`src/rtl/vga_draw_sequencer.sv`:
```
`default_nettype none
// ============================================================================
// Module   : vga_draw_sequencer
// Purpose  : Shares one VGA plot bus among NUM_CH draw engines. It grants one
//            requesting channel at a time, runs that engine's start/waitrequest
//            handshake, muxes the engine's plot/x/y/colour onto the adapter
//            bus, and reports a done or watchdog-timeout pulse per channel.
// Ports    : clk, rst            - clock, synchronous active-high reset
//            req[NUM_CH]         - level draw requests from the controller
//            grant[NUM_CH]       - one-hot bus owner, 0 when idle
//            ch_start[NUM_CH]    - start to engine, held until accepted
//            ch_waitrequest      - engine busy / not accepting
//            ch_plot/x/y/colour  - packed engine plot buses (channel i at i*W)
//            done, timeout_err   - one-cycle completion / abort pulses
//            busy                - sequencer not idle
//            vga_plot/x/y/colour - muxed bus to the vga_adapter
// Revision : 1.0 - initial release
// ============================================================================
module vga_draw_sequencer #(
    parameter int NUM_CH   = 4,
    parameter int X_W      = 8,
    parameter int Y_W      = 7,
    parameter int C_W      = 3,
    parameter int ARB_MODE = 0,
    parameter int TIMEOUT  = 0
) (
    input  logic                  clk,
    input  logic                  rst,
    input  logic [NUM_CH-1:0]     req,
    output logic [NUM_CH-1:0]     grant,
    output logic [NUM_CH-1:0]     ch_start,
    input  logic [NUM_CH-1:0]     ch_waitrequest,
    input  logic [NUM_CH-1:0]     ch_plot,
    input  logic [NUM_CH*X_W-1:0] ch_x,
    input  logic [NUM_CH*Y_W-1:0] ch_y,
    input  logic [NUM_CH*C_W-1:0] ch_colour,
    output logic [NUM_CH-1:0]     done,
    output logic [NUM_CH-1:0]     timeout_err,
    output logic                  busy,
    output logic                  vga_plot,
    output logic [X_W-1:0]        vga_x,
    output logic [Y_W-1:0]        vga_y,
    output logic [C_W-1:0]        vga_colour
);

    localparam int C_IDX_W = (NUM_CH > 1) ? $clog2(NUM_CH) : 1;
    localparam int C_WD_W  = (TIMEOUT > 0) ? $clog2(TIMEOUT + 1) : 1;
    localparam logic [C_WD_W-1:0] C_WD_LIMIT = C_WD_W'(TIMEOUT);
    localparam logic [NUM_CH-1:0] C_ONE      = NUM_CH'(1);

    typedef enum logic [1:0] {
        S_IDLE  = 2'd0,
        S_ISSUE = 2'd1,
        S_GUARD = 2'd2,
        S_DRAW  = 2'd3
    } state_t;

    state_t              state_q,    state_d;
    logic [NUM_CH-1:0]   grant_q,    grant_d;
    logic [NUM_CH-1:0]   start_q,    start_d;
    logic [NUM_CH-1:0]   done_q,     done_d;
    logic [NUM_CH-1:0]   to_q,       to_d;
    logic [C_IDX_W-1:0]  rr_ptr_q,   rr_ptr_d;
    logic [C_WD_W-1:0]   wd_cnt_q,   wd_cnt_d;

    logic [C_IDX_W-1:0]  w_arb_idx;
    logic                w_arb_found;
    int                  w_rr_cand;
    logic [C_WD_W-1:0]   w_wd_next;
    logic                w_wd_expire;
    logic                w_accept;
    logic                w_eng_free;

    // ------------------------------------------------------------------
    // Arbiter. Loops run from the far end so the last hit (the winner)
    // is the lowest index / the first candidate after rr_ptr.
    // ------------------------------------------------------------------
    always_comb begin
        w_arb_idx   = '0;
        w_arb_found = 1'b0;
        w_rr_cand   = 0;
        if (ARB_MODE == 0) begin
            for (int i = NUM_CH - 1; i >= 0; i--) begin
                if (req[i]) begin
                    w_arb_idx   = C_IDX_W'(i);
                    w_arb_found = 1'b1;
                end
            end
        end else begin
            for (int k = NUM_CH; k >= 1; k--) begin
                w_rr_cand = (int'(rr_ptr_q) + k) % NUM_CH;
                if (req[w_rr_cand]) begin
                    w_arb_idx   = C_IDX_W'(w_rr_cand);
                    w_arb_found = 1'b1;
                end
            end
        end
    end

    // Watchdog: saturating count of active cycles; expiry when this
    // cycle brings the count to TIMEOUT.
    always_comb begin
        w_wd_next   = (wd_cnt_q == C_WD_LIMIT) ? wd_cnt_q : wd_cnt_q + 1'b1;
        w_wd_expire = (TIMEOUT != 0) && (state_q != S_IDLE) && (w_wd_next == C_WD_LIMIT);
    end

    assign w_accept   = |(start_q & ~ch_waitrequest);
    assign w_eng_free = |(grant_q & ~ch_waitrequest);

    // ------------------------------------------------------------------
    // Next-state logic
    // ------------------------------------------------------------------
    always_comb begin
        state_d  = state_q;
        grant_d  = grant_q;
        start_d  = start_q;
        rr_ptr_d = rr_ptr_q;
        done_d   = '0;
        to_d     = '0;
        wd_cnt_d = (state_q == S_IDLE) ? '0 : w_wd_next;

        unique case (state_q)
            S_IDLE: begin
                if (w_arb_found) begin
                    grant_d = C_ONE << w_arb_idx;
                    start_d = C_ONE << w_arb_idx;
                    if (ARB_MODE != 0) begin
                        rr_ptr_d = w_arb_idx;
                    end
                    state_d = S_ISSUE;
                end
            end
            S_ISSUE: begin
                if (w_wd_expire) begin
                    start_d = '0;
                    grant_d = '0;
                    to_d    = grant_q;
                    state_d = S_IDLE;
                end else if (w_accept) begin
                    start_d = '0;
                    state_d = S_GUARD;
                end
            end
            S_GUARD: begin
                // Waitrequest is stale here: the engine is still registering
                // its busy flag after the accept edge.
                if (w_wd_expire) begin
                    grant_d = '0;
                    to_d    = grant_q;
                    state_d = S_IDLE;
                end else begin
                    state_d = S_DRAW;
                end
            end
            S_DRAW: begin
                // Completion takes priority over a coincident watchdog expiry.
                if (w_eng_free) begin
                    done_d  = grant_q;
                    grant_d = '0;
                    state_d = S_IDLE;
                end else if (w_wd_expire) begin
                    grant_d = '0;
                    to_d    = grant_q;
                    state_d = S_IDLE;
                end
            end
            default: begin
                state_d = S_IDLE;
                grant_d = '0;
                start_d = '0;
            end
        endcase
    end

    always_ff @(posedge clk) begin
        if (rst) begin
            state_q  <= S_IDLE;
            grant_q  <= '0;
            start_q  <= '0;
            done_q   <= '0;
            to_q     <= '0;
            rr_ptr_q <= C_IDX_W'(NUM_CH - 1);
            wd_cnt_q <= '0;
        end else begin
            state_q  <= state_d;
            grant_q  <= grant_d;
            start_q  <= start_d;
            done_q   <= done_d;
            to_q     <= to_d;
            rr_ptr_q <= rr_ptr_d;
            wd_cnt_q <= wd_cnt_d;
        end
    end

    // ------------------------------------------------------------------
    // Outputs. The bus mux is combinational on the one-hot grant so only
    // the owner's plot strobe can ever reach the adapter.
    // ------------------------------------------------------------------
    assign grant       = grant_q;
    assign ch_start    = start_q;
    assign done        = done_q;
    assign timeout_err = to_q;
    assign busy        = (state_q != S_IDLE);

    always_comb begin
        vga_plot   = 1'b0;
        vga_x      = '0;
        vga_y      = '0;
        vga_colour = '0;
        if (state_q != S_IDLE) begin
            for (int i = 0; i < NUM_CH; i++) begin
                if (grant_q[i]) begin
                    vga_plot   = ch_plot[i];
                    vga_x      = ch_x[i*X_W +: X_W];
                    vga_y      = ch_y[i*Y_W +: Y_W];
                    vga_colour = ch_colour[i*C_W +: C_W];
                end
            end
        end
    end

endmodule
`default_nettype wire
```
`config.mk`:
```
export PLATFORM = sky130hd
export DESIGN_NAME = vga_draw_sequencer
export DESIGN_NICKNAME = d
export VERILOG_FILES = /design/src/rtl/vga_draw_sequencer.sv
export SDC_FILE = /design/constraint.sdc
export NUM_CORES = 1
export LEC_CHECK = 0
export BUFFER_PORTS_ARGS = -buffer_cell sky130_fd_sc_hd__buf_2
export CAP_MARGIN = 20
export CELL_PAD_IN_SITES_DETAIL_PLACEMENT = 1
export CELL_PAD_IN_SITES_GLOBAL_PLACEMENT = 1
export CORE_MARGIN = 2
export CORE_UTILIZATION = 24
export DETAILED_ROUTE_END_ITERATION = 6
export PLACE_DENSITY = 0.77
export SYNTH_ARGS = -nofsm -noshare
export SYNTH_HDL_FRONTEND = slang
export SYNTH_SLANG_ARGS = --single-unit
export TNS_END_PERCENT = 30
```
`constraint.sdc`:
```
create_clock -name clk -period 1.9 [get_ports clk]
set_input_delay 0.19 -clock clk [delete_from_list [all_inputs] [get_ports clk]]
set_output_delay 0.19 -clock clk [all_outputs]
set_load 0.05 [all_outputs]
```
# ---- Word-level counts from Yosys, hierarchy flattened
# Cells that the tools add are included.
dict set report word_totals {
  reg_bits 14
  in_bits 86
  output_inout_bits 36
}
dict set report op_classes {
  n_eq_ne 6
  n_shift 1
  muxes 37
  bitwise_logic 6
  reduce_logical 10
}
# op count
set op_table {}
lappend op_table {{2-to-1 mux 8 bit} 5}
lappend op_table {{2-to-1 mux 7 bit} 5}
lappend op_table {{case mux 4 bit (2 select lines)} 2}
lappend op_table {{2-to-1 mux 3 bit} 5}
lappend op_table {{2-to-1 mux 2 bit} 7}
lappend op_table {{2-to-1 mux 4 bit} 3}
lappend op_table {{2-to-1 mux 1 bit} 9}
lappend op_table {{AND reduction 3 bit} 3}
lappend op_table {{AND 4 bit} 2}
lappend op_table {{case mux 2 bit (4 select lines)} 1}
lappend op_table {{OR reduction 4 bit} 2}
lappend op_table {{!= test 2 bit (second input constant)} 3}
lappend op_table {{== test 2 bit (second input constant)} 2}
lappend op_table {{inverter 4 bit} 1}
lappend op_table {{nonzero test 2 bit} 2}
lappend op_table {{left shift 1 x 2 -> 4 bit (first input constant)} 1}
lappend op_table {{inverter 1 bit} 3}
lappend op_table {{OR reduction 3 bit} 1}
lappend op_table {{== test 2 x 1 -> 1 bit (second input constant)} 1}
lappend op_table {{logical NOT 2 bit} 1}
lappend op_table {{OR reduction 2 bit} 1}

# ---- Longest topological paths before layout
# Gate-level depths: netlist of the first run.
dict set report logic_depth {
  ltp_word 7
  ltp_mapped 7
}

# ---- Worst setup path after synthesis of the first run
# No wires, ideal clock.
dict set report synth_timing {
  path_type {flip-flop to output port}
  start {reg grant_q[0], in the netlist grant[0]}
  end {out vga_x[5]}
  t_arrival_ns 2.138
  setup_slack_ns -0.428
  stages_incl_launch_ff 8
  n_path_buf 2
  path_cell_list {dfxtp_1 -> nor2b_1 -> buf_2 -> buf_2 -> a221oi_1 -> nor3_1 -> a21oi_1 -> nor2_1}
}
dict set report synth_via {
  elab_chain_len 5
}
# item line
set synth_rtl {}
lappend synth_rtl {{from (decl)} 59} ;# logic [NUM_CH-1:0] grant_q, grant_d;
lappend synth_rtl {{from (signal assigned)} 186} ;# grant_q <= grant_d;
lappend synth_rtl {{2-to-1 mux 8 bit (4 in series)} 212} ;# if (grant_q[i]) begin
lappend synth_rtl {{2-to-1 mux 8 bit} 210} ;# if (state_q != S_IDLE) begin
lappend synth_rtl {{to (decl)} 41} ;# output logic [X_W-1:0] vga_x,
# Every way passes these cells.

# ---- Worst setup path after layout of the first run
# Same ends and word-level chain as after synthesis.

==> run_results.csv, run 1 <==
group,metric,value,unit
drt,dr.pass1.iters,4,
grt,track_usage,0.175,
pwr,p_sw_frac,0.548,
drt,via_count,1918,
grt,grt_pass1_wl,8990,µm
placement,detailed_place_hpwl,4630,µm
synth,ys_seq_area_frac,0.200,
placement,io_buffer_count,117,
placement,gp_congestion,0.742,
synth,synth_ff_type,"dfxtp_1",
critical_path,cp.arrival,1680,ps
layout,synthToLayoutAreaGrowth,67.6,%
synth,synth_cell_types,35,
run,drv_cap,0,
critical_path,crit_path_max_fanout,7,
grt,grt.overflow.total,0,
sta,rsz0062_at_grt,"true",
sta,fin_crit,1870,ps
clock_network,insertion_delay,250,ps
pwr,internal-power,1330,µW
grt,grt_start_max_net_pins,29,
drt,drc,0,
drt,post_drt_wl_per_cell,15.4,µm
hold_path,hold_path_class,"input pin to flop",
clock_network,clockBufferDepth,2,
critical_path,crit_type,"flop to primary output",
synth,netlist_instances,192,
floorplanning,core_area,5570,µm²
pwr,p_clk_frac,0.103,
outcome,status,"complete, no violations",
clock_network,cts-htree-levels,1,
sta,fmax,534,MHz
critical_path,cp-end-kind,"primary output",
sta,setup_tns,0,ps
floorplanning,rows,27,
pwr,vdd_drop_max,0.000554,V
pwr,cellLeakagePower,0.00109,µW
sta,finalMaxSlewViolations,0,
synth,postSynthAreaPerCell,7.31,µm²
layout,n_fill_cell,714,
pwr,seqPwrFrac,0.132,
critical_path,cp.required,1710,ps
clock_network,cts-root-buf,"clkbuf_8",
synth,asyncSetResetFlopFracSynth,0,
floorplanning,die_x,80.5,µm
sta,setup_viol,0,
drt,ant_nets,0,
clock_network,cts_made_buffers,3,
synth,ys_warn_count,0,
sta,timing.final.hold_violations,0,
layout,final_nets,399,
layout,final_util,0.422,
clock_network,cts_tree,"done",
sta,maxSlewHeadroom,0.649,
synth,syn-cell-area,1400,µm²
drt,drtIter0Drc,29,
sta,skew,4.30,ps
synth,ys_seq_elements,14,
floorplanning,ios,122,
pwr,p_switching,1610,µW
grt,grt_antenna_before_repair,0,
synth,synth_edf_count,0,
sta,worst_slew_pin_slew,527,ps
drt,post_drt_via_cell_ratio,5.06,
clock_network,path_clk_slew,60,ps
drt,drt-total-wl,5830,µm
clock_network,cts_setup_buffers,0,
floorplanning,dieHeight,80.5,µm
grt,grt_pass1_vias,1936,
critical_path,startpoint_type,"flop",
floorplanning,die-area,6480,µm²
pwr,comb_power_share,0.764,
clock_network,numClockSinks,14,
sta,min_period_over_period,0.986,
floorplanning,initial_utilization,0.252,
layout,num_antenna_cells,0,
pwr,p_per_area,1250,nW/µm²
layout,drive_gt1_frac,0.570,
[power by group through the flow]
stage | logic (µW) | registers [µW] | clock network [µW]
after floorplan | 1480 | 515 | 0
after global placement | 2070 | 387 | 0
after detailed placement | 2110 | 390 | 0
after CTS | 2160 | 387 | 306
after global routing | 2430 | 394 | 317
final | 2250 | 388 | 304
[flip-flops by register name, indices dropped and copies added (netlist names)]
signal    count
ch_start      4
done          4
grant         4
state_q       2
[synth_stat cells (all sizes together) (3+ instances only)]
master,count,area [µm²]
nand2,3,11.3
ha,5,62.6
and2,5,33.8
inv,7,26.3
buf,6,40.0
a21oi,21,105
nor2b,23,144
clkbuf,12,45.0
nor2,32,139
dfxtp,14,280
a221oi,19,166
mux2i,4,40.0
nor3,21,105
[stage by stage]
step	hold slack (ps)	setup WS, ps	area, µm²	total power [µW]	cells
6_report	270	27.2	2350	2940	379
5_1_grt	287	-55.1	2350	3140	379
4_1_cts	270	1.08	2260	2850	379
3_5_place_dp	524	57.8	2180	2500	375
3_3_place_gp	508	137	2180	2450	375
2_1_floorplan	356	21.3	1520	2000	195
[worst max-delay path, cell delays in order (launching register included)]
cell      delay, ps
dfxtp_2         320
nor2b_4         140
buf_6           130
a221oi_1        320
nor3_1          100
a21oi_2         170
nor2_4           40
clkbuf_4        210
[final cells by class]
class | count | area, µm² | share of cell area
Clock buffer | 4 | 55.1 | 0.0234
Inverter | 7 | 30.0 | 0.0128
Multi-Input combinational cell | 155 | 1170 | 0.497
Sequential cell | 14 | 283 | 0.120
Tap cell | 72 | 90.1 | 0.0383
Timing Repair Buffer | 127 | 727 | 0.309
[what timing repair did]
| item | CTS | global route |
|---|---|---|
| hold buffers | 0 | 0 |
| resized for setup | 9 | 30 |
| pin swaps | 0 | 1 |
| endpoints found under the setup margin | 16 | 19 |
[kinds of logic (layout without fill, tap and decap cells)]
group,count (synthesis),count (layout),synth area share
flip-flops,14,14,0.200
adder cells (fa/ha/maj),5,5,0.0446
multiplexers,4,4,0.0285
AND/OR/NAND/NOR,92,92,0.368
AO/OA/AOI/OAI,50,50,0.271
buffers and inverters,26,138,0.0856
other,1,4,0.00267
[per-layer routing]
layer | share of wire | track usage | vias up
met5 | 0 | 0 | -
met4 | 0.011 | 0.0458 | 0
met3 | 0.091 | 0.0348 | 6
met2 | 0.50 | 0.328 | 95
met1 | 0.40 | 0.201 | 892
li1 | - | - | 925
[placed cells by master (no fill, tap or decap), types with 7 or more instances in the layout]
cell type / netlist / final
nor2b_1: 23 / 22
a21oi_2: 0 / 9
nor3_1: 21 / 21
a21oi_1: 21 / 12
buf_4: 4 / 11
a221oi_1: 19 / 17
buf_6: 0 / 7
buf_2: 2 / 104
nor2_4: 0 / 10
nor2_1: 30 / 11
dfxtp_1: 14 / 12
nor2_2: 1 / 10
[final timing paths]
kind	start	to	slack, ps	depth (start not counted)
setup / recovery	grant[0]$_SDFFE_PP0P_	vga_x[5]	30	7
hold / removal	rst	ch_start[0]$_SDFFE_PP0P_	270	2
setup reg to reg	state_q[1]$_SDFFE_PP0P_	state_q[1]$_SDFFE_PP0P_	150	7
hold reg to reg	ch_start[3]$_SDFFE_PP0P_	ch_start[3]$_SDFFE_PP0P_	540	2
(Power assumes the default switching activity.)
==> run 2, diff against run 1 <==
--- a/config.mk
+++ b/config.mk
@@ -5,7 +5,7 @@
 export SDC_FILE = /design/constraint.sdc
 export NUM_CORES = 1
 export LEC_CHECK = 0
-export BUFFER_PORTS_ARGS = -buffer_cell sky130_fd_sc_hd__buf_2
+export BUFFER_PORTS_ARGS = -buffer_cell sky130_fd_sc_hd__clkbuf_2
 export CAP_MARGIN = 20
 export CELL_PAD_IN_SITES_DETAIL_PLACEMENT = 1
 export CELL_PAD_IN_SITES_GLOBAL_PLACEMENT = 1
==> run 2 against run 1 <==
Net effect:
- cell count grew 0.26%
- die area is the same
- via count shrank 0.78%
- global-route usage shrank 0.35 points
- fmax shrank 0.26%
- utilization grew 1.2 points
- register-to-register slack lost 80 ps
- count of clock-buffer cells in the layout is the same
- critical path type unchanged
- critical endpoint is now vga_colour[1]
- highest routed layer unchanged
==> run_results.csv, run 2 (synthesized netlist as in run 1, its figures left out) <==
group,metric,value,unit
outcome,status,"complete, no violations",
clock_network,cts_setup_buffers,0,
critical_path,critPathLaunch,"grant[0]$_SDFFE_PP0P_",
floorplanning,rows,27,
clock_network,insertion_delay,250,ps
pwr,cellLeakagePower,0.00112,µW
drt,post_drt_wl_per_cell,15.4,µm
layout,synthToLayoutAreaGrowth,72.5,%
critical_path,crit_type,"flop to primary output",
placement,detailed_place_hpwl,4590,µm
sta,rsz0062_at_grt,"true",
pwr,internal-power,1340,µW
pwr,seqPwrFrac,0.130,
sta,setup_viol,0,
grt,grt_start_max_net_pins,37,
clock_network,cts_made_buffers,3,
layout,n_fill_cell,729,
clock_network,path_clk_slew,60,ps
critical_path,timing.rr.start,"grant[1]$_SDFFE_PP0P_",
critical_path,r2r-end,"state_q[1]$_SDFFE_PP0P_",
critical_path,cp.arrival,1690,ps
drt,drtIter0Drc,26,
clock_network,cts-root-buf,"clkbuf_8",
pwr,p_per_area,1230,nW/µm²
sta,timing.final.hold_violations,0,
critical_path,crit_path_max_fanout,10,
drt,drc,0,
clock_network,hold_buffers,0,
hold_path,holdPathEnd,"grant[1]$_SDFFE_PP0P_",
layout,drive_gt1_frac,0.588,
clock_network,numClockSinks,14,
sta,fmax,533,MHz
floorplanning,ios,122,
critical_path,cp-end-kind,"primary output",
critical_path,crit_chain,"nor2b_1 > buf_4 > a221oi_1 > nor3_1 > a21oi_1 > nor2_4 > clkbuf_4",
run,drv_cap,0,
pwr,vdd_drop_max,0.000558,V
layout,final_util,0.434,
hold_path,hold_path_class,"input pin to flop",
drt,via_count,1903,
pwr,p_clk_frac,0.101,
sta,finalMaxSlewViolations,0,
sta,fin_ws,22.3,ps
drt,dr.pass1.iters,4,
layout,final_nets,400,
critical_path,startpoint_type,"flop",
drt,drt-total-wl,5860,µm
floorplanning,initial_utilization,0.252,
layout,mostFrequentLayoutCell,"clkbuf_2",
clock_network,cts_tree,"done",
grt,track_usage,0.172,
floorplanning,core_area,5570,µm²
placement,post_dp_cell_area,2210,µm²
sta,fin_crit,1880,ps
pwr,p_switching,1640,µW
grt,grt_pass1_vias,1918,
placement,gp_congestion,0.800,
critical_path,critPathMaxStageDelay,320,ps
critical_path,r2r_cells,6,
critical_path,r2r_setup_slack,70,ps
clock_network,cts-htree-levels,1,
placement,dp_slack,112,ps
layout,stdcell_area,2420,µm²
grt,grt.overflow.total,0,
sta,skew,2.02,ps
floorplanning,die-area,6480,µm²
critical_path,crit_path_top_delay_cell,"dfxtp_2",
floorplanning,dieHeight,80.5,µm
clock_network,clockBufferDepth,2,
critical_path,cp.required,1710,ps
drt,post_drt_via_cell_ratio,5.01,
floorplanning,die_x,80.5,µm
layout,num_antenna_cells,0,
drt,ant_nets,0,
hold_path,hp-start,"req[1]",
grt,grt_antenna_before_repair,0,
sta,min_period_over_period,0.988,
layout,mostFrequentLayoutCells,"clkbuf_2, nor2b_1, nor3_1, a21oi_1, clkbuf_4",
placement,io_buffer_count,117,
pwr,comb_power_share,0.769,
pwr,p_sw_frac,0.550,
grt,grt_pass1_wl,8740,µm
hold_path,holdPathStages,3,
[run 2: cell types whose count changed in the layout (fill, tap and decap cells not counted), moves of 3 or more]
cell,before,now
clkbuf_2,0,97
buf_2,104,2
a221oi_1,17,10
clkbuf_8,4,7
a221oi_2,2,9
clkbuf_4,4,14
buf_6,7,1
[run 2: power by group through the flow]
stage / registers (µW) / logic (µW) / clock network [µW]
2_1_floorplan: 515 / 1480 / 0
3_3_place_gp: 389 / 2090 / 0
3_5_place_dp: 393 / 2140 / 0
4_1_cts: 387 / 2220 / 310
5_1_grt: 391 / 2460 / 317
6_report: 387 / 2290 / 301
[run 2: critical path: cells and delay by family (launching register included)]
| kind | cells | cell delay (ps) |
|---|---|---|
| AO/OA/AOI/OAI | 2 | 490 |
| buffers and inverters | 2 | 390 |
| flip-flops | 1 | 320 |
| AND/OR/NAND/NOR | 3 | 240 |
[run 2: worst max path at each step]
| stage | endpoint | cells after the start |
|---|---|---|
| 4_1_cts | vga_y[1] | 7 |
| 3_5_place_dp | state_q[1]$_SDFFE_PP0P_ | 6 |
| 3_3_place_gp | state_q[1]$_SDFFE_PP0P_ | 6 |
| 6_report | vga_colour[1] | 7 |
| 5_1_grt | vga_colour[1] | 7 |
| 2_1_floorplan | vga_colour[2] | 5 |
[run 2: what timing repair did]
item                                    in CTS  in global routing
endpoints found under the setup margin      19                 19
gates cloned                                 0                  0
gates resized for setup                     19                 25
[run 2: area by class of cell]
class / count / area [µm²] / share of cell area
Inverter: 7 / 30.0 / 0.0124
Multi-Input combinational cell: 155 / 1200 / 0.497
Tap cell: 72 / 90.1 / 0.0372
Timing Repair Buffer: 128 / 761 / 0.314
Sequential cell: 14 / 283 / 0.117
Clock buffer: 4 / 55.1 / 0.0227
[run 2: through the flow]
stage / TNS (ps) / hold WS, ps / cells / total power [µW]
finish: 0 / 282 / 380 / 2980
global route: -946 / 289 / 380 / 3170
CTS: 0 / 272 / 380 / 2920
detailed placement: 0 / 530 / 376 / 2530
global placement: 0 / 519 / 376 / 2480
floorplan: 0 / 356 / 195 / 2000
[run 2: metal layers]
metal  track usage  wire [µm]
met1         0.186       2300
met2         0.323       2910
met3        0.0449        566
met4        0.0525         92
met5             0          0
